==> config.mk <==
export PLATFORM = sky130hd
export DESIGN_NAME = vram_arbiter
export DESIGN_NICKNAME = d
export VERILOG_FILES = /design/src/rtl/vram_arbiter.sv
export SDC_FILE = /design/constraint.sdc
export NUM_CORES = 1
export LEC_CHECK = 0
export ABC_AREA = 1
export BUFFER_PORTS_ARGS = -buffer_cell sky130_fd_sc_hd__buf_2
export CAP_MARGIN = 20
export CORE_UTILIZATION = 40
export DETAILED_ROUTE_END_ITERATION = 10
export PLACE_DENSITY_LB_ADDON = 0.08
export SYNTH_ARGS = -nofsm -noshare
export SYNTH_HDL_FRONTEND = slang
export SYNTH_SLANG_ARGS = --single-unit
==> constraint.sdc <==
create_clock -name CLK -period 2.57 [get_ports CLK]
set_input_delay 0 -clock CLK [delete_from_list [all_inputs] [get_ports CLK]]
set_output_delay 0 -clock CLK [all_outputs]
set_load 0.05 [all_outputs]
==> src/rtl/vram_arbiter.sv <==
// vram_arbiter: shares one single-port framebuffer RAM between the video fetch path and a host port.
// Define VRAM_ARB_STATS_EN to add the stall_cnt output (host cycles deferred by video slots).
module vram_arbiter #(
    parameter int unsigned ADDR_W   = 17,
    parameter int unsigned DATA_W   = 16,
    parameter int unsigned PIX_W    = 4,
    parameter int unsigned H_ACTIVE = 640,
    parameter int unsigned V_ACTIVE = 480
) (
    input  logic              CLK,
    input  logic              RST,
    input  logic [9:0]        x,
    input  logic [9:0]        y,
    input  logic              blank,
    output logic [PIX_W-1:0]  pix,
    output logic              blank_d,
    input  logic              host_req,
    output logic              host_gnt,
    input  logic              host_we,
    input  logic [ADDR_W-1:0] host_addr,
    input  logic [DATA_W-1:0] host_wdata,
    output logic [DATA_W-1:0] host_rdata,
    output logic              host_rvalid,
    output logic              mem_en,
    output logic              mem_we,
    output logic [ADDR_W-1:0] mem_addr,
    output logic [DATA_W-1:0] mem_wdata,
    input  logic [DATA_W-1:0] mem_rdata
`ifdef VRAM_ARB_STATS_EN
    ,
    output logic [15:0]       stall_cnt
`endif
);

    localparam int unsigned WPL = H_ACTIVE / 4;

    typedef enum logic [1:0] {
        S_IDLE   = 2'd0,
        S_PEND   = 2'd1,
        S_RDWAIT = 2'd2
    } state_t;

    state_t            r_state;
    logic              r_gnt;
    logic              r_we;
    logic [ADDR_W-1:0] r_addr;
    logic [DATA_W-1:0] r_wdata;
    logic [DATA_W-1:0] r_rdata;
    logic              r_rvalid;

    logic              r_vs_d;
    logic [DATA_W-1:0] r_nxt_word;
    logic [DATA_W-1:0] r_cur_word;
    logic [PIX_W-1:0]  r_pix;
    logic              r_blank_d;

    logic [7:0]        w_word_n;
    logic              w_vs;
    logic [ADDR_W-1:0] w_vid_addr;
    logic [PIX_W-1:0]  w_pix;

    // Slot at x=4n-4 fetches word n; x[9:2]+1 is that word index modulo 256.
    assign w_word_n   = x[9:2] + 8'd1;
    assign w_vs       = (x[1:0] == 2'b00)
                      && ({1'b0, w_word_n} < 9'(WPL))
                      && ({1'b0, y} < 11'(V_ACTIVE));
    assign w_vid_addr = ADDR_W'(y) * ADDR_W'(WPL) + ADDR_W'(w_word_n);

    // RAM port: video slot wins, otherwise a pending host op is issued.
    always_comb begin
        mem_en    = 1'b0;
        mem_we    = 1'b0;
        mem_addr  = '0;
        mem_wdata = '0;
        if (!RST) begin
            if (w_vs) begin
                mem_en   = 1'b1;
                mem_addr = w_vid_addr;
            end else if (r_state == S_PEND) begin
                mem_en   = 1'b1;
                mem_we   = r_we;
                mem_addr = r_addr;
                if (r_we) begin
                    mem_wdata = r_wdata;
                end
            end
        end
    end

    // Host FSM; grant mirrors the IDLE state.
    always_ff @(posedge CLK or posedge RST) begin
        if (RST) begin
            r_state  <= S_IDLE;
            r_gnt    <= 1'b1;
            r_we     <= 1'b0;
            r_addr   <= '0;
            r_wdata  <= '0;
            r_rdata  <= '0;
            r_rvalid <= 1'b0;
        end else begin
            r_rvalid <= 1'b0;
            case (r_state)
                S_IDLE: begin
                    if (host_req) begin
                        r_we    <= host_we;
                        r_addr  <= host_addr;
                        r_wdata <= host_wdata;
                        r_gnt   <= 1'b0;
                        r_state <= S_PEND;
                    end
                end
                S_PEND: begin
                    if (!w_vs) begin
                        if (r_we) begin
                            r_state <= S_IDLE;
                            r_gnt   <= 1'b1;
                        end else begin
                            r_state <= S_RDWAIT;
                        end
                    end
                end
                S_RDWAIT: begin
                    r_rdata  <= mem_rdata;
                    r_rvalid <= 1'b1;
                    r_state  <= S_IDLE;
                    r_gnt    <= 1'b1;
                end
                default: begin
                    r_state <= S_IDLE;
                    r_gnt   <= 1'b1;
                end
            endcase
        end
    end

    always_comb begin
        w_pix = r_cur_word[PIX_W-1:0];
        case (x[1:0])
            2'd1:    w_pix = r_cur_word[PIX_W +: PIX_W];
            2'd2:    w_pix = r_cur_word[2*PIX_W +: PIX_W];
            2'd3:    w_pix = r_cur_word[3*PIX_W +: PIX_W];
            default: w_pix = r_cur_word[PIX_W-1:0];
        endcase
    end

    // Video pipe: fetched word lands in nxt, moves to cur at the word boundary.
    always_ff @(posedge CLK or posedge RST) begin
        if (RST) begin
            r_vs_d     <= 1'b0;
            r_nxt_word <= '0;
            r_cur_word <= '0;
            r_pix      <= '0;
            r_blank_d  <= 1'b1;
        end else begin
            r_vs_d    <= w_vs;
            r_pix     <= w_pix;
            r_blank_d <= blank;
            if (r_vs_d) begin
                r_nxt_word <= mem_rdata;
            end
            if (x[1:0] == 2'b11) begin
                r_cur_word <= r_nxt_word;
            end
        end
    end

    assign pix         = r_pix;
    assign blank_d     = r_blank_d;
    assign host_gnt    = r_gnt;
    assign host_rdata  = r_rdata;
    assign host_rvalid = r_rvalid;

`ifdef VRAM_ARB_STATS_EN
    logic [15:0] r_stall_cnt;
    logic        w_stall_clr;

    assign w_stall_clr = host_req && r_gnt && host_we && (host_addr == {ADDR_W{1'b1}});

    // Counts cycles a pending host op loses to a video slot; saturates.
    always_ff @(posedge CLK or posedge RST) begin
        if (RST) begin
            r_stall_cnt <= '0;
        end else if (w_stall_clr) begin
            r_stall_cnt <= '0;
        end else if ((r_state == S_PEND) && w_vs && (r_stall_cnt != 16'hFFFF)) begin
            r_stall_cnt <= r_stall_cnt + 16'd1;
        end
    end

    assign stall_cnt = r_stall_cnt;
`endif

endmodule

==> impl_metrics.tcl, run 1 <==
set metrics [dict create \
    worstPathCellList "dlygate4sd3_1, buf_2, inv_2, nand2_2, inv_2, nand2_1, a41oi_4, nand2_4, nand2_4, nand2_4, nor2_1, nand2_1, inv_1, clkbuf_4" \
    switching_share_pct 39.7 \
    mostFrequentLayoutCell "nand2_1" \
    placed_cells 908 \
    p_seq_share_pct 37.7 \
    setup-tns-final_ns 0 \
    grt_max_degree 73 \
    grt_first_pass_wirelength_mm 20.2 \
    fin_skew_ns 0.00625 \
    cts.sinks 92 \
    leakage_nw 3.51 \
    max-cap-violations 0 \
    areaGrowthSynthToFinish_pct 34.6 \
    hp-class "in2reg" \
    antenna_cells 0 \
    cp.required_ns 2.57 \
    critPathBufInv 6 \
    setup_violations 0 \
    dp_hpwl_mm 8.78 \
    cp.arrival_ns 2.40 \
    antenna_found_initial 0 \
    grt_overflow 0 \
    coreArea_sq_um 12100 \
    die_width_um 113 \
    dr.pass1.iters 4 \
    cp_top_family "buffers and inverters" \
    crit_top_cell "nand2_4" \
    intPower_mw 3.36 \
    cts_inserted_buffers 9 \
    netlist_instances 622 \
    initial_core_util_pct 41.1 \
    final_cell_mix "nand2_1 (208), buf_2 (129), dfrtp_1 (90), inv_1 (64), dlygate4sd3_1 (56)" \
    yosysWarnings 0 \
    clk_latency_ns 0.34 \
    gp_congestion 0.871 \
    ir_worst_vdd_mv 0.888 \
    drtAntennaViolNets 0 \
    root_buffer "clkbuf_16" \
    drv_slew 0 \
    synthesis.area_sq_um 4950 \
    postSynthRegisterBits 92 \
    cts_max_level 3 \
    critical_path_class "in2out" \
    die_h_um 113 \
    r2r-start "r_state[1]" \
    fmax_ghz 0.417 \
    cp-startpoint "x[1]" \
    pwr-share-comb_pct 36.8 \
    synth_nets 718 \
    synth_area_per_cell_sq_um 7.96 \
    synth.yosys.seq_area_share_pct 46.5 \
    fin_crit_ns 2.40 \
    cp-end-kind "output port" \
    wl_mm 12.1 \
    first_global_vias 4390 \
    p_sw_mw 2.21 \
    grt_usage_pct 19.8 \
    clk_pin_slew_ns 0.06 \
    p_clk_share_pct 25.5 \
    r2r_end "r_wdata[5]" \
    relSlewSlack_pct 41.1 \
    remaining_drc_errors 0 \
    fin_cells 980 \
    vias 4551 \
    num_rows 40 \
    design_area_sq_um 6660 \
    die-area_sq_um 12800 \
    rsz0062_at_grt "false" \
    drive_above_1_share_pct 24.5 \
    synth_cell_type_count 40 \
    cp_slowest_cell "dlygate4sd3_1" \
    slowest_delay_ns 0.54 \
    portBuffers 131 \
    first_iter_violations 375 \
    setup.worst_path.start_class "input pin" \
    finalHoldViolCount 0 \
    period_share_pct 93.3 \
    postPlaceCellArea_sq_um 5760 \
    status "finished, final reports clean" \
    tightest_slew_ns 0.883 \
    rr_worst_depth 5 \
    power.density_nw_per_um2 837 \
    wl_per_cell_um 12.3 \
    cts_tree "done" \
    nNetsFinal 903 \
    cp_num_cells 14 \
    cp-endpoint "mem_addr[15]" \
    path_max_fanout 17 \
    cts_buffer_depth 2 \
    viasPerCell 4.64 \
    pin_count 132 \
    regToRegSetupSlack_ns 0.77 \
]
==> stage by stage <==
stage | power [mW] | hold slack, ns | setup slack [ns] | utilization [%]
after floorplan | 3.59 | 0.00448 | 0.0185 | -
after global placement | 4.08 | 0.105 | 0.209 | 47.8
after detailed placement | 4.11 | 0.108 | 0.177 | 47.8
after CTS | 5.62 | 0.206 | 0.133 | 55.1
after global routing | 5.93 | 0.238 | 0.00226 | 55.2
final | 5.57 | 0.219 | 0.173 | 55.2
==> kinds of logic (layout without fill, tap and decap cells) <==
group,after synthesis,in the layout,synth area share (%)
buffers and inverters,90,280,7.55
xor gates and xnor gates,5,5,1.04
and+or+nand+nor,328,328,29.4
adders and majority gates,22,22,5.86
DFF,92,92,46.5
AOI/OAI and AO/OA,85,85,9.60
==> power groups by stage <==
| stage | sequential, mW | combinational, mW | clock [mW] |
|---|---|---|---|
| after floorplan | 2.58 | 1.01 | 0 |
| after detailed placement | 2.12 | 1.99 | 0 |
| after global placement | 2.11 | 1.96 | 0 |
| after CTS | 2.10 | 2.06 | 1.46 |
| after global routing | 2.15 | 2.27 | 1.51 |
| final | 2.10 | 2.05 | 1.42 |
==> layout make-up <==
| cell class | instances | area [sq um] |
|---|---|---|
| inverters | 71 | 275 |
| clock inverters | 5 | 83.8 |
| fillers | 1125 | 5400 |
| repair buffers | 193 | 1270 |
| clock buffers | 11 | 243 |
| well taps | 168 | 210 |
| flip-flops and latches | 92 | 2300 |
| multi-input cells | 440 | 2280 |
==> worst min-delay path, cell delays in order <==
cell,delay [ns]
buf_2,0.13
a41oi_4,0.16
nand3_1,0.14
nand2_1,0.07
==> synth_stat cells (all sizes together) <==
cell type	n	area share, %
or2	4	0.51
xor2	5	1.0
a21oi	17	1.8
nor3b	2	0.51
a21boi	1	0.15
o21bai	1	0.15
ha	20	5.1
nand2	216	17
nand3b	2	0.30
inv	69	5.3
a221oi	3	0.53
a31oi	2	0.25
fa	2	0.81
o21ai	58	5.9
nor2	60	5.2
dfstp	2	1.1
a21o	1	0.15
dfrtp	90	45
nand4	4	0.81
nor3	10	1.8
clkinv	2	0.15
a41oi	1	0.56
o21a	1	0.15
clkbuf	13	0.99
nand3	30	3.1
buf	6	1.1
==> how the worst min path moves through the flow <==
stage	start	cells after the start	slack (ns)	end
after floorplan	blank	0	0.004	blank_d
after global placement	blank	1	0.10	blank_d
after detailed placement	RST	2	0.11	r_addr[7]
after CTS	y[8]	4	0.21	r_state[0]
after global routing	y[8]	4	0.24	r_state[0]
final	y[8]	4	0.22	r_state[0]
==> flip-flops by register name, indices dropped and copies added (netlist names), 2 cells and up <==
name        cells
r_addr         17
host_rdata     16
pix             4
r_wdata        16
r_nxt_word     16
r_cur_word     16
r_state         2
==> metal layers <==
metal	global-route usage (%)	routed length [um]	vias up
li1	-	-	2341
met1	27.1	5750	2070
met2	32.1	5560	124
met3	3.11	553	16
met4	6.84	193	0
met5	0	0	-
==> timing repair <==
item                                   4_1_cts  5_1_grt
hold buffers                                56        0
resized for setup                            0        8
setup endpoints to repair                    0        6
setup buffers                                0        0
endpoints found under the hold margin       92        0
No activity file was read; power rests on OpenSTA's default activity.
==> run 2, diff against run 1 <==
--- a/config.mk
+++ b/config.mk
@@ -9,8 +9,10 @@
 export BUFFER_PORTS_ARGS = -buffer_cell sky130_fd_sc_hd__buf_2
 export CAP_MARGIN = 20
 export CORE_UTILIZATION = 40
+export CTS_CLUSTER_DIAMETER = 40
 export DETAILED_ROUTE_END_ITERATION = 10
 export PLACE_DENSITY_LB_ADDON = 0.08
+export SKIP_LAST_GASP = 1
 export SYNTH_ARGS = -nofsm -noshare
 export SYNTH_HDL_FRONTEND = slang
 export SYNTH_SLANG_ARGS = --single-unit
==> constraint.sdc (replaced) <==
create_clock -name CLK -period 2.45 [get_ports CLK]
set_input_delay 0 -clock CLK [delete_from_list [all_inputs] [get_ports CLK]]
set_output_delay 0 -clock CLK [all_outputs]
set_load 0.05 [all_outputs]
==> run 2 against run 1 <==
Via count increased by 0.68%. Die area unchanged. Cell count increased by 0.71%. Critical path type unchanged. Critical endpoint is now mem_addr[2]. Largest power group is now combinational cells. Highest routed layer unchanged.
==> impl_metrics.tcl, run 2 (synthesized netlist as in run 1, its figures left out) <==
set metrics [dict create \
    cp_top_family "buffers and inverters" \
    coreArea_sq_um 12100 \
    viasPerCell 4.64 \
    ir_worst_vdd_mv 1.09 \
    nNetsFinal 910 \
    clk_latency_ns 0.34 \
    hp-class "in2reg" \
    cts_buffer_depth 2 \
    hold_depth 5 \
    period_share_pct 94.5 \
    fmax_ghz 0.432 \
    setup_violations 0 \
    pin_count 132 \
    relSlewSlack_pct 43.0 \
    die_h_um 113 \
    r2r-start "r_state[1]" \
    dr.pass1.iters 4 \
    dp_hpwl_mm 8.69 \
    grt_overflow 0 \
    first_global_vias 4350 \
    wl_mm 12.4 \
    tightest_slew_ns 0.855 \
    clk_pin_slew_ns 0.06 \
    power.density_nw_per_um2 880 \
    cts_max_level 3 \
    cts_tree "done" \
    power_mw 6.00 \
    grt_max_degree 71 \
    remaining_drc_errors 0 \
    critPathBufInv 5 \
    max-cap-violations 0 \
    wl_per_cell_um 12.6 \
    setup.worst_path.start_class "input pin" \
    fin_cells 987 \
    cp.arrival_ns 2.31 \
    rr_worst_depth 6 \
    grt_usage_pct 20.2 \
    die_width_um 113 \
    antenna_found_initial 0 \
    path_max_fanout 17 \
    regToRegSetupSlack_ns 0.64 \
    status "finished, final reports clean" \
    drv_slew 0 \
    portBuffers 131 \
    r2r_end "r_wdata[0]" \
    grt_first_pass_wirelength_mm 20.5 \
    top_register "r_addr" \
    fin_crit_ns 2.31 \
    die-area_sq_um 12800 \
    setup-tns-final_ns 0 \
    cp-end-kind "output port" \
    root_buffer "clkbuf_16" \
    drtAntennaViolNets 0 \
    largest_register_ffs 17 \
    areaGrowthSynthToFinish_pct 37.7 \
    min_from "host_req" \
    finalHoldViolCount 0 \
    cts.sinks 92 \
    cp_slowest_cell "dlygate4sd3_1" \
    gp_congestion 0.828 \
    placed_cells 911 \
    worstPathCellList "dlygate4sd3_1, buf_2, inv_2, nand2_2, inv_2, nand2_1, a41oi_4, nand2_8, nand2_4, nand2_4, nor3_1, buf_2" \
    cp.required_ns 2.45 \
    first_iter_violations 233 \
    initial_core_util_pct 41.1 \
    hold_end "r_state[1]" \
    num_rows 40 \
    critical_path_class "in2out" \
    final_cell_mix "nand2_1 (206), buf_2 (125), dfrtp_1 (90), inv_1 (64), dlygate4sd3_1 (55)" \
    antenna_cells 0 \
    slowest_delay_ns 0.53 \
    fin_skew_ns 0.0112 \
    vias 4582 \
    drive_above_1_share_pct 26.7 \
    mostFrequentLayoutCell "nand2_1" \
    cts_inserted_buffers 9 \
    leakage_nw 3.56 \
]
## run 2: cell count changes in the layout (fill, tap and decap cells not counted), sizes merged
cell         delta
buf             +9
clkbuf          -3
clkinv          +2
bufinv          +1
clkinvlp        -1
dlygate4sd3     -1
## run 2: metrics by stage
step / utilization (%) / instance area, sq um / hold WS [ns] / worst slack (ns)
after floorplan: - / 4960 / 0.00448 / 0.0390
after global placement: 48.0 / 5790 / -0.0533 / 0.0482
after detailed placement: 48.0 / 5790 / -0.0491 / -0.0271
after CTS: 55.5 / 6690 / 0.00127 / 0.0131
after global routing: 56.5 / 6820 / 0.0354 / -0.0387
final: 56.5 / 6820 / 0.00812 / 0.135
## run 2: report_power, final
group,switching (mW),leakage (nW),total [mW],internal [mW]
Clock,0.589,0.166,1.59,1.00
Combinational,1.56,2.26,2.22,0.652
Sequential,0.207,1.13,2.19,1.98
Total,2.36,3.56,6.00,3.64
## run 2: timing repair
action	in CTS	in global routing
endpoints found under the hold margin	92	0
hold buffers	55	0
gates resized for setup	1	29
endpoints found under the setup margin	1	16
buffers inserted	0	5
pin swaps	0	7
## run 2: final cells by class
| class | count | area, sq um |
|---|---|---|
| fill | 1141 | 5240 |
| multi-input combinational | 440 | 2340 |
| sequential | 92 | 2300 |
| timing repair buffer | 200 | 1330 |
| inverter | 71 | 275 |
| clock buffer | 9 | 225 |
| tap | 168 | 210 |
| clock inverter | 7 | 124 |
## run 2: worst min-delay path, stage by stage
cell and delay, ns:
buf_2 0.10, inv_1 0.04, nand2_1 0.06, nand2_1 0.07
nor2_1 0.03
## run 2: per-layer routing
metal	share of wire, %	up-vias	GRT usage (%)	wire length, um
met5	0	-	0	0
met4	1.1	0	6.23	142
met3	4.3	9	3.11	531
met2	47	117	33.9	5840
met1	47	2101	26.8	5880
li1	-	2355	-	-
## run 2: worst max path at each step
stage / startpoint / to / slack [ns] / cells after the start
after global routing: x[2] / mem_addr[15] / -0.04 / 20
after floorplan: RST / mem_addr[13] / 0.04 / 5
after detailed placement: y[1] / mem_addr[16] / -0.03 / 17
after global placement: y[1] / mem_addr[16] / 0.05 / 17
final: x[1] / mem_addr[2] / 0.14 / 12
after CTS: y[1] / mem_addr[16] / 0.01 / 17
